File: src/rtl/clk_skew_monitor_pkg.sv
// Shared types and default constants for the clock skew monitor.
package skew_mon_pkg;

   typedef enum logic [1:0] {
      IDLE  = 2'd0,
      WAIT1 = 2'd1,
      WAIT2 = 2'd2
   } state_e;

   localparam int DEF_SYNC_STAGES = 2;
   localparam int DEF_CNT_W       = 8;
   localparam int DEF_TSKEW       = 5;
   localparam int DEF_VIOL_W      = 16;

   localparam logic [DEF_CNT_W-1:0] CNT_MAX = '1;

endpackage

File: src/rtl/clk_skew_monitor_sync_edge_det.sv
// Synchronizes one monitored clock net into clk and flags its rising edges.
module sync_edge_det
   import skew_mon_pkg::*;
#(
   parameter int SYNC_STAGES = DEF_SYNC_STAGES
) (
   input  logic clk,
   input  logic reset,
   input  logic async_in,
   output logic rise
);

   logic [SYNC_STAGES-1:0] sync_q;
   logic                   hist_q;

   always_ff @(posedge clk) begin
      if (reset) begin
         sync_q <= '0;
         hist_q <= 1'b0;
      end else begin
         sync_q <= {sync_q[SYNC_STAGES-2:0], async_in};
         hist_q <= sync_q[SYNC_STAGES-1];
      end
   end

   assign rise = sync_q[SYNC_STAGES-1] & ~hist_q;

endmodule

File: src/rtl/clk_skew_monitor.sv
// Measures clk1/clk2 rising-edge skew in clk cycles, flags skews above TSKEW
// and keeps a saturating violation count.
module clk_skew_monitor
   import skew_mon_pkg::*;
#(
   parameter int SYNC_STAGES = DEF_SYNC_STAGES,
   parameter int CNT_W       = DEF_CNT_W,
   parameter int TSKEW       = DEF_TSKEW,
   parameter int VIOL_W      = DEF_VIOL_W
) (
   input  logic              clk,
   input  logic              reset,
   input  logic              clk1,
   input  logic              clk2,
   input  logic              enable,
   input  logic              viol_clr,
   output logic              skew_valid,
   output logic [CNT_W-1:0]  skew_cnt,
   output logic              lead2,
   output logic              violation,
   output logic              timeout,
   output logic [VIOL_W-1:0] viol_count
);

   localparam logic [CNT_W-1:0] CNT_LIMIT = '1;
   localparam logic [CNT_W-1:0] TSKEW_C   = CNT_W'(TSKEW);

   logic rise1, rise2;

   sync_edge_det #(.SYNC_STAGES(SYNC_STAGES)) u_sync1 (
      .clk      (clk),
      .reset    (reset),
      .async_in (clk1),
      .rise     (rise1)
   );

   sync_edge_det #(.SYNC_STAGES(SYNC_STAGES)) u_sync2 (
      .clk      (clk),
      .reset    (reset),
      .async_in (clk2),
      .rise     (rise2)
   );

   state_e             state_q, state_d;
   logic [CNT_W-1:0]   cnt_q, cnt_d;
   logic               valid_q, lead2_q, viol_q, tmo_q;
   logic [CNT_W-1:0]   skew_q;
   logic [VIOL_W-1:0]  vcnt_q;

   logic               rep_d, lead2_d, tmo_d, viol_d;
   logic [CNT_W-1:0]   skew_d;

   always_ff @(posedge clk) begin
      if (reset) begin
         state_q <= IDLE;
         cnt_q   <= '0;
         valid_q <= 1'b0;
         skew_q  <= '0;
         lead2_q <= 1'b0;
         viol_q  <= 1'b0;
         tmo_q   <= 1'b0;
         vcnt_q  <= '0;
      end else begin
         state_q <= state_d;
         cnt_q   <= cnt_d;
         valid_q <= rep_d;
         viol_q  <= viol_d;
         tmo_q   <= tmo_d;
         if (rep_d) begin
            skew_q  <= skew_d;
            lead2_q <= lead2_d;
         end
         if (viol_clr)
            vcnt_q <= '0;
         else if (viol_q && vcnt_q != '1)
            vcnt_q <= vcnt_q + 1'b1;
      end
   end

   // A trailing edge landing at cnt == CNT_LIMIT would need CNT_W+1 bits to
   // report, so the timeout wins in that cycle.
   always_comb begin
      state_d = state_q;
      cnt_d   = cnt_q;
      if (!enable) begin
         state_d = IDLE;
         cnt_d   = '0;
      end else begin
         unique case (state_q)
            IDLE: begin
               cnt_d = '0;
               if (rise1 && !rise2)      state_d = WAIT2;
               else if (rise2 && !rise1) state_d = WAIT1;
            end
            WAIT2: begin
               if (cnt_q == CNT_LIMIT) begin
                  state_d = IDLE;
                  cnt_d   = '0;
               end else if (rise2) begin
                  state_d = rise1 ? WAIT2 : IDLE;
                  cnt_d   = '0;
               end else if (rise1) begin
                  cnt_d = '0;
               end else begin
                  cnt_d = cnt_q + 1'b1;
               end
            end
            WAIT1: begin
               if (cnt_q == CNT_LIMIT) begin
                  state_d = IDLE;
                  cnt_d   = '0;
               end else if (rise1) begin
                  state_d = rise2 ? WAIT1 : IDLE;
                  cnt_d   = '0;
               end else if (rise2) begin
                  cnt_d = '0;
               end else begin
                  cnt_d = cnt_q + 1'b1;
               end
            end
            default: begin
               state_d = IDLE;
               cnt_d   = '0;
            end
         endcase
      end
   end

   always_comb begin
      rep_d   = 1'b0;
      skew_d  = cnt_q + 1'b1;
      lead2_d = 1'b0;
      tmo_d   = 1'b0;
      if (enable) begin
         unique case (state_q)
            IDLE: begin
               if (rise1 && rise2) begin
                  rep_d  = 1'b1;
                  skew_d = '0;
               end
            end
            WAIT2: begin
               if (cnt_q == CNT_LIMIT) tmo_d = 1'b1;
               else if (rise2)         rep_d = 1'b1;
            end
            WAIT1: begin
               if (cnt_q == CNT_LIMIT) tmo_d = 1'b1;
               else if (rise1) begin
                  rep_d   = 1'b1;
                  lead2_d = 1'b1;
               end
            end
            default: ;
         endcase
      end
      viol_d = rep_d && (skew_d > TSKEW_C);
   end

   assign skew_valid = valid_q;
   assign skew_cnt   = skew_q;
   assign lead2      = lead2_q;
   assign violation  = viol_q;
   assign timeout    = tmo_q;
   assign viol_count = vcnt_q;

endmodule
File: config.mk
export PLATFORM = sky130hd
export DESIGN_NAME = clk_skew_monitor
export DESIGN_NICKNAME = d
export VERILOG_FILES = /design/src/rtl/clk_skew_monitor_pkg.sv /design/src/rtl/clk_skew_monitor_sync_edge_det.sv /design/src/rtl/clk_skew_monitor.sv
export SDC_FILE = /design/constraint.sdc
export NUM_CORES = 1
export LEC_CHECK = 0
export CORE_AREA = 3 3 87 72
export CTS_CLUSTER_SIZE = 8
export DETAILED_ROUTE_END_ITERATION = 16
export DIE_AREA = 0 0 90 75
export PLACE_DENSITY = 0.64
export SLEW_MARGIN = 30
export SYNTH_ARGS = -nofsm -noshare
export SYNTH_HDL_FRONTEND = slang
export SYNTH_SLANG_ARGS = --single-unit
File: constraint.sdc
create_clock -name clk -period 3 [get_ports clk]
set_input_delay 0.6 -clock clk [delete_from_list [all_inputs] [get_ports clk]]
set_output_delay 0.6 -clock clk [all_outputs]
set_load 0.05 [all_outputs]
==> impl_metrics.toml, run 1 <==
[logic_synthesis]
synthTopCellsByArea = "dfxtp_1, mux2i_1, ha_1, nor2b_1, nand2_1"
yosysUniqueCellTypes = 56
post_synth.cell_area_avg_sq_um = 9.36
synth-main-ff-cell = "dfxtp_1"
syn-num-nets = 244
yosys_warnings = 0
ys_seq_area_share_pct = 40.9
synth_top_area_cell = "dfxtp_1"
async_flop_share_pct = 0
syn_area_sq_um = 2150
synth_edf_count = 0
ys_ff_latch = 44
postSynthCellCount = 230
synthTopCellsByCount = "dfxtp_1, nand2_1, nor2_1, nor2b_1"
yosysTopAreaCellShare_pct = 40.9
yosysMostFrequentCell = "dfxtp_1"

[cells_and_area]
nNetsFinal = 280
syn2layout_area_growth_pct = 23.7
fillerInstances = 535
seqCellArea_sq_um = 881
drive_above_1_share_pct = 8.61
fin_cells = 345
diodes = 0
multi_input_area_sq_um = 1200

[drt]
firstDrtPassIters = 4
ant_nets = 0
wl_per_cell_microns = 13.3
drt_drc_violations_left = 0
routed_wl_microns = 4600
vias = 1811
first_iter_violations = 97
vias_per_cell = 5.25

[timing]
timing.final.crit_share_pct = 74.2
worst_clock_skew_ns = 0.0110
hold_viol = 0
fin_ws_ns = 0.773
setup_viol = 0
fmax_mhz = 449
fin_crit_ns = 2.23
finalMaxSlewViolations = 0
slew_headroom_pct = 65.2
fin_setup_tns_ns = 0
rsz0062_at_grt = "false"
tightestPinTransition_ns = 0.520

[clock_tree]
hold_buffers = 0
cts-root-buf = "clkbuf_8"
cts_buffers = 5
cts_resized = 0
post_cts_buffers = 0
ctsHtreeMaxLevel = 2
clkLatencyLatePin_ns = 0.30
cts_tree = "built"
clock_path_buffers = 2
clkTransAtPathRegs_ns = 0.09
clock_sinks = 44

[place]
place_congestion = 0.849
dp_slack_ns = 0.653
numPortBuffers = 33
placed_cells = 337
dp.final_hpwl_microns = 3340

[status]
status = "complete, no violations"

[worst_setup_path]
rr_startpoint = "cnt_q[0]"
crit_path_start_kind = "flop"
cp_max_fo = 7
cpLargestDelayFamily = "buffers and inverters"
crit_path_cell_trace = "clkdlybuf4s50_1"
crit_arrival_ns = 1.63
path_buf_inv = 1
path_class = "flop to output port"
cp.required_ns = 2.40
crit_slowest_cell = "clkdlybuf4s50_1"
setup.worst_path.start = "viol_count[12]"
critPathCaptureType = "output port"
slowest_delay_ns = 0.86

[global_routing]
busiest_layer = "met2"
grt_usage_pct = 15.1
grt_start_max_net_pins = 14
grt.met3_usage_pct = 3.90
grt_pass1_wl_microns = 8290
grt_pass1_vias = 1755
gr-total-overflow = 0
use_met2_pct = 23.3
gr-usage-met1_pct = 20.7
antenna_found_initial = 0

[run]
maxCapViolCount = 0

[floorplan]
num_io_pins = 34
fp-row-count = 24
core_area_sq_um = 5470
die_x_microns = 90
dieArea_sq_um = 6750
initial_utilization_pct = 39.4
die_h_microns = 75

[hold_path]
hold_path_class = "flop to flop"
min_from = "u_sync2.sync_q[0]"

[pwr]
p_per_area_nw_per_um2 = 388
power.leakage_nw = 0.955
vdd_drop_max_mv = 0.172
## final timing paths
path / to / cells after the start / slack [ns]
worst max register to register: skew_cnt[3] / 5 / 1.04
worst min register to register: u_sync2.sync_q[1] / 1 / 0.44
worst min-delay path: u_sync2.sync_q[1] / 1 / 0.44
worst max-delay path: viol_count[12] / 1 / 0.77
## report_power, final
group / internal (W) / total, W / switching [W]
clock: 0.000187 / 0.000391 / 0.000203
combinational: 0.0000232 / 0.0000513 / 0.0000281
sequential: 0.000588 / 0.000590 / 0.00000214
total: 0.000798 / 0.00103 / 0.000233
## placed cells by master (no fill, tap or decap), types with 6 or more instances in the layout
master / n
mux2i_1: 11
nand3_1: 11
nor2_1: 14
nand2_1: 15
dfxtp_1: 44
nor2b_1: 12
o21ai_0: 8
nand2b_1: 9
a21oi_1: 7
ha_1: 8
inv_1: 8
clkdlybuf4s50_1: 33
clkbuf_8: 6
## final cells by class
cell class	count	share of cell area (%)
clock buffers	7	3.24
clock inverters	1	0.282
inverters	8	1.13
multi-input cells	170	45.0
flip-flops and latches	44	33.1
well taps	78	3.67
repair buffers	37	13.5
## cells by family (layout without fill, tap and decap cells)
logic type               count (synthesis)  in the layout  share of synthesized area [%]
AND/OR/NAND/NOR                         95             95                           26.0
AO/OA/AOI/OAI                           51             51                           17.6
flip-flops                              44             44                           40.9
buffers and inverters                   16             53                           3.37
multiplexers                            13             13                           6.16
adder cells (fa/ha/maj)                  8              8                           4.65
XOR/XNOR                                 3              3                           1.22
## routing by layer
layer / part of all wire [%] / vias to the layer above / routed length [microns]
li1: - / 925 / -
met1: 52 / 848 / 2370
met2: 43 / 31 / 1980
met3: 4.0 / 7 / 185
met4: 1.4 / 0 / 65
met5: 0 / - / 0
## registers in the layout, summed over array words and instances, names as in the netlist
signal / flops
u_sync2.sync_q: 2
cnt_q: 8
u_sync1.sync_q: 2
lead2: 1
u_sync1.hist_q: 1
violation: 1
skew_cnt: 8
state_q: 2
u_sync2.hist_q: 1
timeout: 1
viol_count: 16
skew_valid: 1
## stage by stage
step	utilization, %	hold WS [ns]	total power, W	area [sq um]
floorplan	-	0.414	0.000636	2150
global placement	47.0	0.418	0.000654	2570
detailed placement	47.0	0.423	0.000655	2570
CTS	48.7	0.452	0.00105	2660
global route	48.7	0.467	0.00108	2660
finish	48.7	0.444	0.00103	2660
Note: power is estimated with default switching activity, not from simulation.
==> inputs of run 2 (changes only) <==
PLACE_DENSITY = 0.66   (was 0.64)
clock period = 1.9 ns   (was 3 ns; I/O delays follow)
==> run 2 against run 1 <==
Effect of this change:
- design area rose by 1.3%
- critical path depth did not move
- total power rose by 52%
- largest power group unchanged
==> impl_metrics.toml, run 2 (synthesis gave the netlist of run 1 again) <==
[worst_setup_path]
crit_path_start_kind = "flop"
r2r_slack_ns = 0.14
critPathCaptureType = "output port"
crit_path_cell_trace = "clkdlybuf4s50_1"
cpLargestDelayFamily = "buffers and inverters"
cp_max_fo = 5
reg2reg_to = "cnt_q[5]"
slowest_delay_ns = 0.81
reg2reg_depth = 6
path_class = "flop to output port"
rr_startpoint = "state_q[1]"
path_buf_inv = 1
cp.required_ns = 1.52
setup.worst_path.start = "viol_count[1]"
crit_arrival_ns = 1.46
crit_slowest_cell = "clkdlybuf4s50_1"

[place]
place_congestion = 0.832
dp.final_hpwl_microns = 3560
placed_cells = 349
numPortBuffers = 33
dpl_cell_area_sq_um = 2620

[clock_tree]
ctsHtreeMaxLevel = 2
cts_tree = "built"
clkLatencyLatePin_ns = 0.29
cts_resized = 0
cts-root-buf = "clkbuf_8"
clock_path_buffers = 2
clkTransAtPathRegs_ns = 0.08
post_cts_buffers = 0
clock_sinks = 44
cts_buffers = 5
hold_buffers = 0

[hold_path]
worstHoldEndpoint = "u_sync1.sync_q[1]"
hold_path_class = "flop to flop"
min_from = "u_sync1.sync_q[0]"
holdPathStages = 1

[cells_and_area]
stdcell_area_sq_um = 2700
nNetsFinal = 292
drive_above_1_share_pct = 19.1
fin_cells = 356
diodes = 0
layout_common_cells = "dfxtp_1, buf_4, clkdlybuf4s50_1"
layout_commonest_cell = "dfxtp_1"
largest_reg_flops = 16
syn2layout_area_growth_pct = 25.2

[run]
maxCapViolCount = 0

[floorplan]
num_io_pins = 34
initial_utilization_pct = 39.4
die_h_microns = 75
die_x_microns = 90
fp-row-count = 24
dieArea_sq_um = 6750
core_area_sq_um = 5470

[global_routing]
gr-total-overflow = 0
grt_start_max_net_pins = 24
grt_pass1_wl_microns = 8290
antenna_found_initial = 0
grt_pass1_vias = 1736
grt_usage_pct = 15.3

[timing]
fin_crit_ns = 1.84
fmax_mhz = 544
worst_clock_skew_ns = 0.00946
hold_viol = 0
timing.final.crit_share_pct = 96.7
rsz0062_at_grt = "false"
slew_headroom_pct = 65.9
finalMaxSlewViolations = 0
tightestPinTransition_ns = 0.510
setup_viol = 0

[pwr]
p_per_area_nw_per_um2 = 583
vdd_drop_max_mv = 0.436
power.leakage_nw = 1.05

[drt]
wl_per_cell_microns = 13.5
vias = 1857
first_iter_violations = 80
firstDrtPassIters = 4
ant_nets = 0
routed_wl_microns = 4800
drt_drc_violations_left = 0
vias_per_cell = 5.22

[status]
status = "complete, no violations"
-- run 2: power breakdown --
group | total, W | leakage, nW | switching (W) | internal (W)
sequential | 0.000932 | 0.356 | 0.00000397 | 0.000928
clock | 0.000548 | 0.0410 | 0.000298 | 0.000250
combinational | 0.0000906 | 0.650 | 0.0000465 | 0.0000441
-- run 2: worst max path at each step --
stage,end,slack (ns),cells after the start
after detailed placement,cnt_q[5],-0.02,5
after floorplan,viol_count[14],0.02,4
after global routing,viol_count[1],0.02,1
after CTS,viol_count[1],0.05,1
final,viol_count[1],0.06,1
after global placement,cnt_q[5],0.01,5
-- run 2: per-stage QoR --
stage / power (W) / utilization, % / worst slack (ns) / hold WS (ns) / TNS (ns)
CTS: 0.00159 / 49.3 / 0.0471 / 0.474 / 0
floorplan: 0.00100 / - / 0.0238 / 0.414 / 0
finish: 0.00157 / 49.3 / 0.0632 / 0.469 / 0
global route: 0.00163 / 49.3 / 0.0162 / 0.479 / 0
detailed placement: 0.00104 / 47.9 / -0.0208 / 0.459 / -0.0208
global placement: 0.00104 / 47.9 / 0.00996 / 0.456 / 0
-- run 2: cell type report --
type | instances | area (sq um)
fillers | 546 | 2770
multi-input cells | 170 | 1200
flip-flops and latches | 44 | 883
repair buffers | 49 | 408
well taps | 78 | 97.6
clock buffers | 6 | 72.6
inverters | 8 | 30.0
clock inverters | 1 | 5.00
-- run 2: layer usage --
metal	share of wire (%)	track usage [%]	up-vias
met2	43	22.0	33
met3	3.9	3.20	5
met4	1.3	6.45	0
met1	52	22.2	871
met5	0	0	-
li1	-	-	948
==> inputs of run 3 (changes only) <==
==> constraint.sdc (replaced) <==
create_clock -name clk -period 1.9 [get_ports clk]
set_input_delay 0.38 -clock clk [delete_from_list [all_inputs] [get_ports clk]]
set_output_delay 0.38 -clock clk [all_outputs]
set_load 0.01 [all_outputs]
==> run 3 against run 2 <==
Effect of this change:
- count of clock-buffer cells in the layout unchanged
- flip-flop and latch count unchanged
- global-route usage shrank 0.50 points
- sequential share of layout area shrank 0.75 points
- clock power grew 10%
- design area grew 2.0%
- critical path type is now flop to flop
- fmax rose by 1.4%
- utilization rose by 1.0 points
- via count shrank 0.22%
- worst setup slack improved by 0.025 ns
- final cell count increased by 0.28%
- non-clock buffer count unchanged
==> impl_metrics.toml, run 3 (synthesis gave the netlist of run 1 again) <==
[worst_setup_path]
rr_startpoint = "state_q[0]"
path_class = "flop to flop"
r2r_slack_ns = 0.09
crit_path_start_kind = "flop"
critPathCaptureType = "flop"
cp_max_fo = 7
crit_end = "cnt_q[5]"
setup.worst_path.start = "state_q[0]"
crit_arrival_ns = 2.06
reg2reg_to = "cnt_q[5]"
cp.required_ns = 2.14
reg2reg_depth = 6

[drt]
drt_drc_violations_left = 0
first_iter_violations = 102
routed_wl_microns = 4840
vias = 1853
wl_per_cell_microns = 13.6
firstDrtPassIters = 7
vias_per_cell = 5.19
ant_nets = 0

[timing]
whs_ns = 0.435
hold_viol = 0
slew_headroom_pct = 72.3
setup_viol = 0
worst_clock_skew_ns = 0.00507
timing.final.crit_share_pct = 95.3
fin_crit_ns = 1.81
fin_setup_tns_ns = 0
finalMaxSlewViolations = 0
rsz0062_at_grt = "false"
tightestPinTransition_ns = 0.412
fmax_mhz = 552

[global_routing]
grt_start_max_net_pins = 14
gr-total-overflow = 0
antenna_found_initial = 0
grt_pass1_vias = 1670
grt_usage_pct = 14.8
grt_pass1_wl_microns = 8140

[pwr]
p_per_area_nw_per_um2 = 590
p_int_w = 0.00126
p_clk_share_pct = 37.3
switchingPower_w = 0.000363
power.leakage_nw = 1.02
vdd_drop_max_mv = 0.331
p_comb_share_pct = 5.3
swShare_pct = 22.4
pwr-share-seq_pct = 57.4

[run]
maxCapViolCount = 0

[floorplan]
die_x_microns = 90
initial_utilization_pct = 39.4
num_io_pins = 34
dieArea_sq_um = 6750
fp-row-count = 24
core_area_sq_um = 5470
die_h_microns = 75

[place]
place_congestion = 0.843
numPortBuffers = 33
dp.final_hpwl_microns = 3670

[clock_tree]
ctsHtreeMaxLevel = 2
clock_sinks = 44
clkTransAtPathRegs_ns = 0.08
cts-root-buf = "clkbuf_8"
hold_buffers = 0
cts_buffers = 5
cts_resized = 0
clock_path_buffers = 2
clkLatencyLatePin_ns = 0.29
post_cts_buffers = 0
cts_tree = "built"

[hold_path]
hold_path_class = "flop to flop"

[cells_and_area]
fillerInstances = 531
layout_commonest_cell = "dfxtp_1"
nNetsFinal = 292
layout_common_cells = "dfxtp_1, clkdlybuf4s50_1, buf_4"
drive_above_1_share_pct = 12.9
seqCellArea_sq_um = 881
syn2layout_area_growth_pct = 27.8
multi_input_area_sq_um = 1200
diodes = 0
largest_reg_flops = 16

[status]
status = "complete, no violations"
[run 3: worst min-delay path by stage]
stage,startpoint,to,cells past startpoint
2_1_floorplan,u_sync1.sync_q[0],u_sync1.sync_q[1],1
3_3_place_gp,u_sync2.sync_q[0],u_sync2.sync_q[1],1
3_5_place_dp,u_sync1.sync_q[0],u_sync1.sync_q[1],1
4_1_cts,u_sync1.sync_q[0],u_sync1.sync_q[1],1
5_1_grt,u_sync1.sync_q[0],u_sync1.sync_q[1],1
6_report,u_sync1.sync_q[0],u_sync1.sync_q[1],1
[run 3: area by class of cell]
cell class	count	area share, %
clock inverter	2	0.364
timing repair buffer	49	16.4
sequential	44	32.0
inverter	8	1.09
clock buffer	6	3.00
tap	78	3.55
multi-input combinational	170	43.6
[run 3: routing by layer]
metal | vias up | track usage (%) | wire length [microns]
met4 | 0 | 5.09 | 63
met3 | 7 | 3.30 | 194
met2 | 37 | 22.2 | 2050
met5 | - | 0 | 0
li1 | 947 | - | -
met1 | 862 | 21.2 | 2530
[run 3: critical path: stages (launching register included)]
cell and delay [ns]:
dfxtp_1 0.37, inv_1 0.09, ha_1 0.30, nand3b_1 0.10
or4_1 0.47, nand2b_4 0.21, o21ba_1 0.23
[run 3: per-stage QoR]
step	worst slack [ns]	std cells	power [W]	instance area (sq um)	utilization, %
2_1_floorplan	0.220	230	0.00100	2150	-
3_3_place_gp	0.0216	349	0.00104	2660	48.6
3_5_place_dp	-0.0384	349	0.00104	2660	48.6
4_1_cts	0.0918	357	0.00165	2750	50.3
5_1_grt	0.00928	357	0.00169	2750	50.3
6_report	0.0886	357	0.00162	2750	50.3
[run 3: power by group through the flow]
stage	registers [W]	logic, W	clock network [W]
floorplan	0.000953	0.0000490	0
global placement	0.000954	0.0000840	0
detailed placement	0.000954	0.0000850	0
CTS	0.000932	0.0000856	0.000634
global route	0.000933	0.0000937	0.000662
finish	0.000932	0.0000855	0.000605
